<file path="config.mk">
export PLATFORM = sky130hd
export DESIGN_NAME = room_fsm
export DESIGN_NICKNAME = d
export VERILOG_FILES = /design/src/rtl/adv_pkg.sv /design/src/rtl/btn_edge.sv /design/src/rtl/room_fsm.sv
export SDC_FILE = /design/constraint.sdc
export NUM_CORES = 1
export LEC_CHECK = 0
export ABC_AREA = 1
export BUFFER_PORTS_ARGS = -buffer_cell sky130_fd_sc_hd__buf_4
export CAP_MARGIN = 20
export CORE_UTILIZATION = 50
export CTS_CLUSTER_SIZE = 30
export DETAILED_ROUTE_END_ITERATION = 12
export PLACE_DENSITY = 0.8
export SYNTH_ARGS = -nofsm -noshare
export SYNTH_HDL_FRONTEND = slang
export SYNTH_SLANG_ARGS = --single-unit
</file>
<file path="constraint.sdc">
create_clock -name clk -period 2.6 [get_ports clk]
set_clock_uncertainty 0.05 [all_clocks]
set_input_delay 0.39 -clock clk [delete_from_list [all_inputs] [get_ports clk]]
set_output_delay 0.39 -clock clk [all_outputs]
set_load 0.1 [all_outputs]
</file>
<file path="src/rtl/adv_pkg.sv">
// Shared definitions for the adventure room controller.
//   room_t     : room encoding, 3 bits, codes 0..6 used, 7 unreachable
//   SEG_TABLE  : active-low seven-segment pattern per room code
//                (bit 6 = segment a ... bit 0 = segment g)
//   DIR_*      : bit positions of the four direction buttons in a press vector
//   one_hot4() : true when exactly one of four bits is set
package adv_pkg;

  typedef enum logic [2:0] {
    CAVE   = 3'd0,
    TUNNEL = 3'd1,
    RIVER  = 3'd2,
    STASH  = 3'd3,
    DEN    = 3'd4,
    VAULT  = 3'd5,
    GRAVE  = 3'd6
  } room_t;

  // Code 7 never appears in normal operation; it shows a blank display.
  localparam logic [6:0] SEG_TABLE [8] = '{
    7'b0000001,  // 0 CAVE
    7'b1001111,  // 1 TUNNEL
    7'b0010010,  // 2 RIVER
    7'b0000110,  // 3 STASH
    7'b1001100,  // 4 DEN
    7'b0100100,  // 5 VAULT
    7'b0100000,  // 6 GRAVE
    7'b1111111   // 7 unused
  };

  localparam int DIR_N = 3;
  localparam int DIR_S = 2;
  localparam int DIR_E = 1;
  localparam int DIR_W = 0;

  function automatic logic one_hot4(input logic [3:0] p);
    return (p != 4'd0) && ((p & (p - 4'd1)) == 4'd0);
  endfunction

endpackage

</file>
<file path="src/rtl/btn_edge.sv">
// Rising-edge (press) detector for the four direction buttons.
//   clk   : system clock
//   reset : synchronous active-high reset, clears the held-level register
//   btn   : button levels {n, s, e, w}, already synchronised
//   press : one-cycle pulse per bit where the level went 0 -> 1
// Because btn_q is cleared by reset, a button already held when reset is
// released registers as a press at the first edge after release.
module btn_edge (
  input  logic       clk,
  input  logic       reset,
  input  logic [3:0] btn,
  output logic [3:0] press
);

  logic [3:0] btn_q;

  always_ff @(posedge clk) begin
    if (reset) begin
      btn_q <= 4'd0;
    end else begin
      btn_q <= btn;
    end
  end

  assign press = btn & ~btn_q;

endmodule

</file>
<file path="src/rtl/room_fsm.sv">
// Room navigation state machine for the adventure game.
//   clk          : system clock, all state on rising edge
//   reset        : synchronous active-high reset (room=CAVE, moves=0)
//   btn_n/s/e/w  : direction button levels
//   v            : sword-held flag, decides DEN exit (VAULT or GRAVE)
//   sw           : 1 while in STASH
//   room         : current room code
//   win / dead   : 1 in VAULT / GRAVE
//   moves        : saturating count of button moves that changed room
//   LED_out      : active-low seven-segment pattern of the current room
// All outputs decode the registered room only; no input reaches them
// combinationally.
module room_fsm
  import adv_pkg::*;
#(
  parameter int MOVE_W = 8
) (
  input  logic              clk,
  input  logic              reset,
  input  logic              btn_n,
  input  logic              btn_s,
  input  logic              btn_e,
  input  logic              btn_w,
  input  logic              v,
  output logic              sw,
  output logic [2:0]        room,
  output logic              win,
  output logic              dead,
  output logic [MOVE_W-1:0] moves,
  output logic [6:0]        LED_out
);

  logic [3:0] press;
  logic       single;
  room_t      room_q;
  room_t      target;
  logic       moved;

  function automatic logic [MOVE_W-1:0] sat_inc(input logic [MOVE_W-1:0] m);
    return (&m) ? m : m + MOVE_W'(1);
  endfunction

  btn_edge u_btn_edge (
    .clk   (clk),
    .reset (reset),
    .btn   ({btn_n, btn_s, btn_e, btn_w}),
    .press (press)
  );

  // Only a lone press is a move; chords are dropped entirely.
  assign single = one_hot4(press);

  // Button-driven destination; equals the current room when nothing applies.
  always_comb begin
    target = room_q;
    if (single) begin
      unique case (room_q)
        CAVE:    if (press[DIR_E]) target = TUNNEL;
        TUNNEL: begin
          if (press[DIR_W]) target = CAVE;
          if (press[DIR_S]) target = RIVER;
        end
        RIVER: begin
          if (press[DIR_W]) target = TUNNEL;
          if (press[DIR_N]) target = STASH;
          if (press[DIR_E]) target = DEN;
        end
        STASH:   if (press[DIR_W]) target = RIVER;
        default: target = room_q;
      endcase
    end
  end

  assign moved = (target != room_q);

  always_ff @(posedge clk) begin
    if (reset) begin
      room_q <= CAVE;
      moves  <= '0;
    end else begin
      case (room_q)
        // DEN is left unconditionally; the exit is not a counted move.
        DEN:   room_q <= v ? VAULT : GRAVE;
        VAULT: room_q <= VAULT;
        GRAVE: room_q <= GRAVE;
        CAVE, TUNNEL, RIVER, STASH: begin
          if (moved) begin
            room_q <= target;
            moves  <= sat_inc(moves);
          end
        end
        default: room_q <= CAVE;
      endcase
    end
  end

  assign room    = room_q;
  assign sw      = (room_q == STASH);
  assign win     = (room_q == VAULT);
  assign dead    = (room_q == GRAVE);
  assign LED_out = SEG_TABLE[room_q];

endmodule

</file>
== After elaboration in Yosys (flattened, before gate mapping) ==
Memory sizes are Yosys's and may differ from the RTL's.
Index checks and enable logic that the tools add are counted.
Storage, ports and cells
  memories kept: 1
  output and inout bits: 21
  word-level logic and storage cells: 41
  ROM bits: 56
  flip-flop bits (word level): 15
Operators by class
  equality and inequality tests: 8
  reductions and logical operators: 7
  bitwise logic cells: 5
  mux-type cells: 14
  $lt $le $gt $ge: 1
  $add $sub $neg: 2
Memory list
  (no name shown): words 8, width 7, read ports 1, clocked after Yosys merged registers in 0, write ports 0, RTL line room_fsm.sv:101  | assign LED_out = SEG_TABLE[room_q];
Operators with widths (number)
  $mux 3: 9
  $pmux 3 s4: 2
  $mux 7: 2
  $eq 3x3->1 const B: 3
  $add 8x1->8 const B: 1
  $and 4x4->4: 2
  $reduce_and 8->1: 1
  $eq 3x2->1 const B: 2
  $ge 4x4->1 const B: 1
  $logic_not 4->1: 1
  $not 3->4: 1
  $not 4->4: 1
  $reduce_bool 4->1: 1
  $reduce_or 4->1: 1
  $sub 4x1->4 const B: 1
  $eq 3x1->1 const B: 1
  $logic_not 3->1: 1
  $ne 3x3->1: 1
  $reduce_and 3->1: 1
  $mux 2: 1
  $ne 2x2->1 const B: 1
  $logic_and 1x1->1: 1
  $not 1->1: 1

== Longest topological paths before layout ==
  word-level depth: 10
  mapped depth: 15
  gate-level depth less buffers: 15

== Hierarchy ==
Synthesis repeated with hierarchy kept, for this count alone.
Unflattened totals
  cell total of the unflattened synthesis: 164
  area, all modules: 1207.4 um^2
Modules (own cells, without submodules)
  room_fsm: area each 1082.3 um^2, times used 1, seq. area each 220.2 um^2, cells an instance 148
  btn_edge: area each 125.1 um^2, times used 1, seq. area each 80.1 um^2, cells an instance 16

== Worst setup path before layout ==
No wires, ideal clock.
  kind: flip-flop to output port
  start: register room_q[0], in the netlist room[0]
  end: output port LED_out[2]
  slack: -1.684 ns
  cell stages (with the launch flop): 6
  data arrival time: 3.844 ns
  path buffers: 0
  cell sequence: dfxtp_1 -> inv_1 -> ha_1 -> nand2_1 -> inv_1 -> a21oi_1
On the way
  word-level cells in the longest chain between the ends: 4
RTL lines
  start, declared: RTL line room_fsm.sv:35  | room_t room_q;
  start signal, assigned: RTL line room_fsm.sv:83  | DEN: room_q <= v ? VAULT : GRAVE;
  start signal, assigned: RTL line room_fsm.sv:88  | room_q <= target;
  $not 3->4 (not written as such): RTL line room_fsm.sv:101
  $mem_v2 8x7
  $mux 7 (not written as such) (2 in a row): RTL line room_fsm.sv:101
  end, declared: RTL line room_fsm.sv:30  | output logic [6:0] LED_out
Every way passes these cells. The select of a mux whose other input is x is not followed.

== Worst setup path in the final report ==
  start: register room_q[0], in the netlist room[0]
  end: output port dead
On the way
  word-level cells in the longest chain between the ends: 1
RTL lines
  $eq 3x3->1: RTL line room_fsm.sv:100  | assign dead = (room_q == GRAVE);
  end, declared: RTL line room_fsm.sv:28  | output logic dead,
Every way passes these cells.

==> results.ini <==
[placement]
place_hpwl_um=2120
i_o_buffers=27
dp_cells=228
cell_area_after_placement_sq_um=1480
dp_worst_setup_slack_ps=462
gp_congestion=0.819

[timing]
achievable_frequency_ghz=0.449
fin_crit_sh_pct=85.7
setup-violations-final=0
post-route-worst-setup-slack_ps=371
final_max_slew_viol_count=0
final-hold-violation-count=0
tightestPinTransition_ps=419
max_slew_margin_pct=71.8
rsz0062_at_grt=false
final.min_clock_period_ps=2230

[drt]
detail-route-antenna-nets=0
drc=0
number_of_drc_markers_in_iteration_0=14
via_count=1165
drt-total-wl_um=2570
via_per_inst=5.02
drt-wirelength-per-cell_um=11.1
drtPass1Iterations=4

[setup_path]
worstSetupPathType=reg2out
rr_endpoint=moves[7]
cpMaxStageDelayCell=sky130_fd_sc_hd__dfxtp_4
r2r_cells=12
cp-startpoint=room[0]
crit_path_cell_trace=inv_1 > ha_1 > nand2_1 > inv_1 > buf_4
slack_of_the_worst_reg_to_reg_path_ps=450
worstPathMaxFanout=9
critical_path_arrival_ps=1790
worstPathRequired_ps=2160
critical_path.endpoint_type=primary output
start_kind=flop
cpPeakStageDelay_ps=380
setup.worst_path.end=dead
rr_startpoint=room[0]
path_common_cell=sky130_fd_sc_hd__inv_1

[clock_tree]
cts_tree=yes
cts.clk_slew.worst_paths_ps=80
cts_hold_repair.buffers=0
cts.sinks=15
latest_clock_arrival_within_the_worst_skew_pair_ps=280
cts-buffers-inserted=3
cts_root_buf=sky130_fd_sc_hd__clkbuf_4
cts_setup_buffers=0
clock_tree.buffer_depth=2
htree_levels=1
cts-resized-gates=0

[power]
power.net_switching_w=0.00104
vdd_drop_max_uv=1000
power.switching_fraction_pct=61.8
leakage_power_nw=0.751
power.internal_w=0.000643
combinationalPowerShare_pct=73.5
power_density_nw_per_um2=1110
pwr-share-clk_pct=7.8
power.sequential.fraction_pct=18.7
total_power_w=0.00168

[yosys]
mappedNetlistNets=189
synth_largest_type_area_fraction_pct=24.3
synth_sequential_area_ratio_pct=24.3
yosys-top-cells-area=sky130_fd_sc_hd__dfxtp_1 (24%), sky130_fd_sc_hd__nand2_1 (12%), sky130_fd_sc_hd__inv_1 (7.0%), sky130_fd_sc_hd__ha_1 (6.1%), sky130_fd_sc_hd__nand3_1 (5.3%)
synth.distinct_cells=32
synthesis.yosys.warnings=0
ys_seq_elements=15
post_synth_inst_count=176
post-synth-top-area-cell=sky130_fd_sc_hd__dfxtp_1
post_synth.cell_area_avg_sq_um=7.01
netlist_area_sq_um=1230

[global_route]
first_global_vias=1074
grt_antenna_before_repair=0
grt_pass1_wl_um=4520
grt_start_max_net_pins=14
grt-ovfl-total=0
grt_util_all_layers_pct=22.9

[cells_and_area]
layout_commonest_cell=sky130_fd_sc_hd__nand2_1
nNetsFinal=218
finalCoreUtilization_pct=66.4
share_of_post_route_cells_with_drive_strength_above_1_pct=34.8
layout.cell_area.non_filler_sq_um=1510
layout.cells.non_filler=232
areaGrowthSynthToFinish_pct=22.4
num_antenna_cells=0
final_cell_mix=sky130_fd_sc_hd__nand2_1 (41), sky130_fd_sc_hd__buf_4 (27), sky130_fd_sc_hd__inv_1 (23)

[die]
die_width_um=51.7
ios=28
area_enclosed_by_the_die_boundary_sq_um=2670
start_util_pct=54.2
floorplan.die.height_um=51.7
core-area_sq_um=2280
floorplan.rows=17

[hold_path]
timing.hold.worst_path_depth=3
hold_path.class=in2reg

[run]
maxCapViolations=0

[run_status]
outcome=complete, no violations

==> synthesized netlist by cell type, drive strengths merged <==
cell type / instances
xor2: 4
nor2: 21
buf: 3
a21oi: 10
a31oi: 1
o21ai: 10
xnor2: 2
nand2: 50
nand4: 2
ha: 6
o211ai: 1
dfxtp: 15
a41oi: 1
nand3: 18
nor4: 1
inv: 28
nor3: 1
o21a: 1
o21bai: 1
==> sequential cells by signal, indices dropped and copies added (netlist names) <==
signal and count:
moves 8, room 3, u_btn_edge.btn_q 4
==> worst max-delay path, delay by kind of cell (launching register included) <==
family | cells | cell delay (ps)
flops | 1 | 380
fa+ha+maj | 1 | 310
buf+inv | 3 | 730
simple gates | 1 | 100
==> layer usage <==
layer | GRT usage, % | vias to the layer above | routed length, um
met5 | 0 | - | 0
met4 | 9.01 | 0 | 38
met3 | 5.26 | 6 | 104
met2 | 36.1 | 27 | 1200
met1 | 30.1 | 513 | 1230
li1 | - | 619 | -
==> kinds of logic after synthesis <==
family | count (synthesis) | share of synthesized area, %
simple gates | 93 | 38.6
compound gates | 25 | 15.1
flops | 15 | 24.3
buf+inv | 31 | 11.6
fa+ha+maj | 6 | 6.09
xor+xnor | 6 | 4.26
==> through the flow <==
step	TNS (ps)	hold WS, ps
after floorplan	-137	402
after global routing	0	294
after global placement	0	441
after detailed placement	0	444
final	0	280
after CTS	0	278
==> final cells by class <==
class | count | area, sq um
Clock inverter | 1 | 5.00
Clock buffer | 3 | 22.5
Fill cell | 206 | 766
Multi-Input combinational cell | 130 | 823
Tap cell | 28 | 35.0
Sequential cell | 15 | 309
Inverter | 28 | 113
Timing Repair Buffer | 27 | 203
==> power groups by stage <==
stage / sequential [W] / clock (W) / combinational [W]
floorplan: 0.000463 / 0 / 0.000890
global placement: 0.000318 / 0 / 0.00122
detailed placement: 0.000322 / 0 / 0.00123
CTS: 0.000316 / 0.000138 / 0.00124
global route: 0.000323 / 0.000149 / 0.00132
finish: 0.000315 / 0.000131 / 0.00124
==> worst min path at each step <==
stage                     startpoint                  end  slack [ps]
after floorplan                reset             moves[5]         400
after global placement      moves[6]             moves[6]         440
after detailed placement    moves[6]             moves[6]         440
after CTS                      btn_s  u_btn_edge.btn_q[2]         280
after global routing           btn_n  u_btn_edge.btn_q[3]         290
final                          btn_s  u_btn_edge.btn_q[2]         280
(Power assumes the default switching activity.)
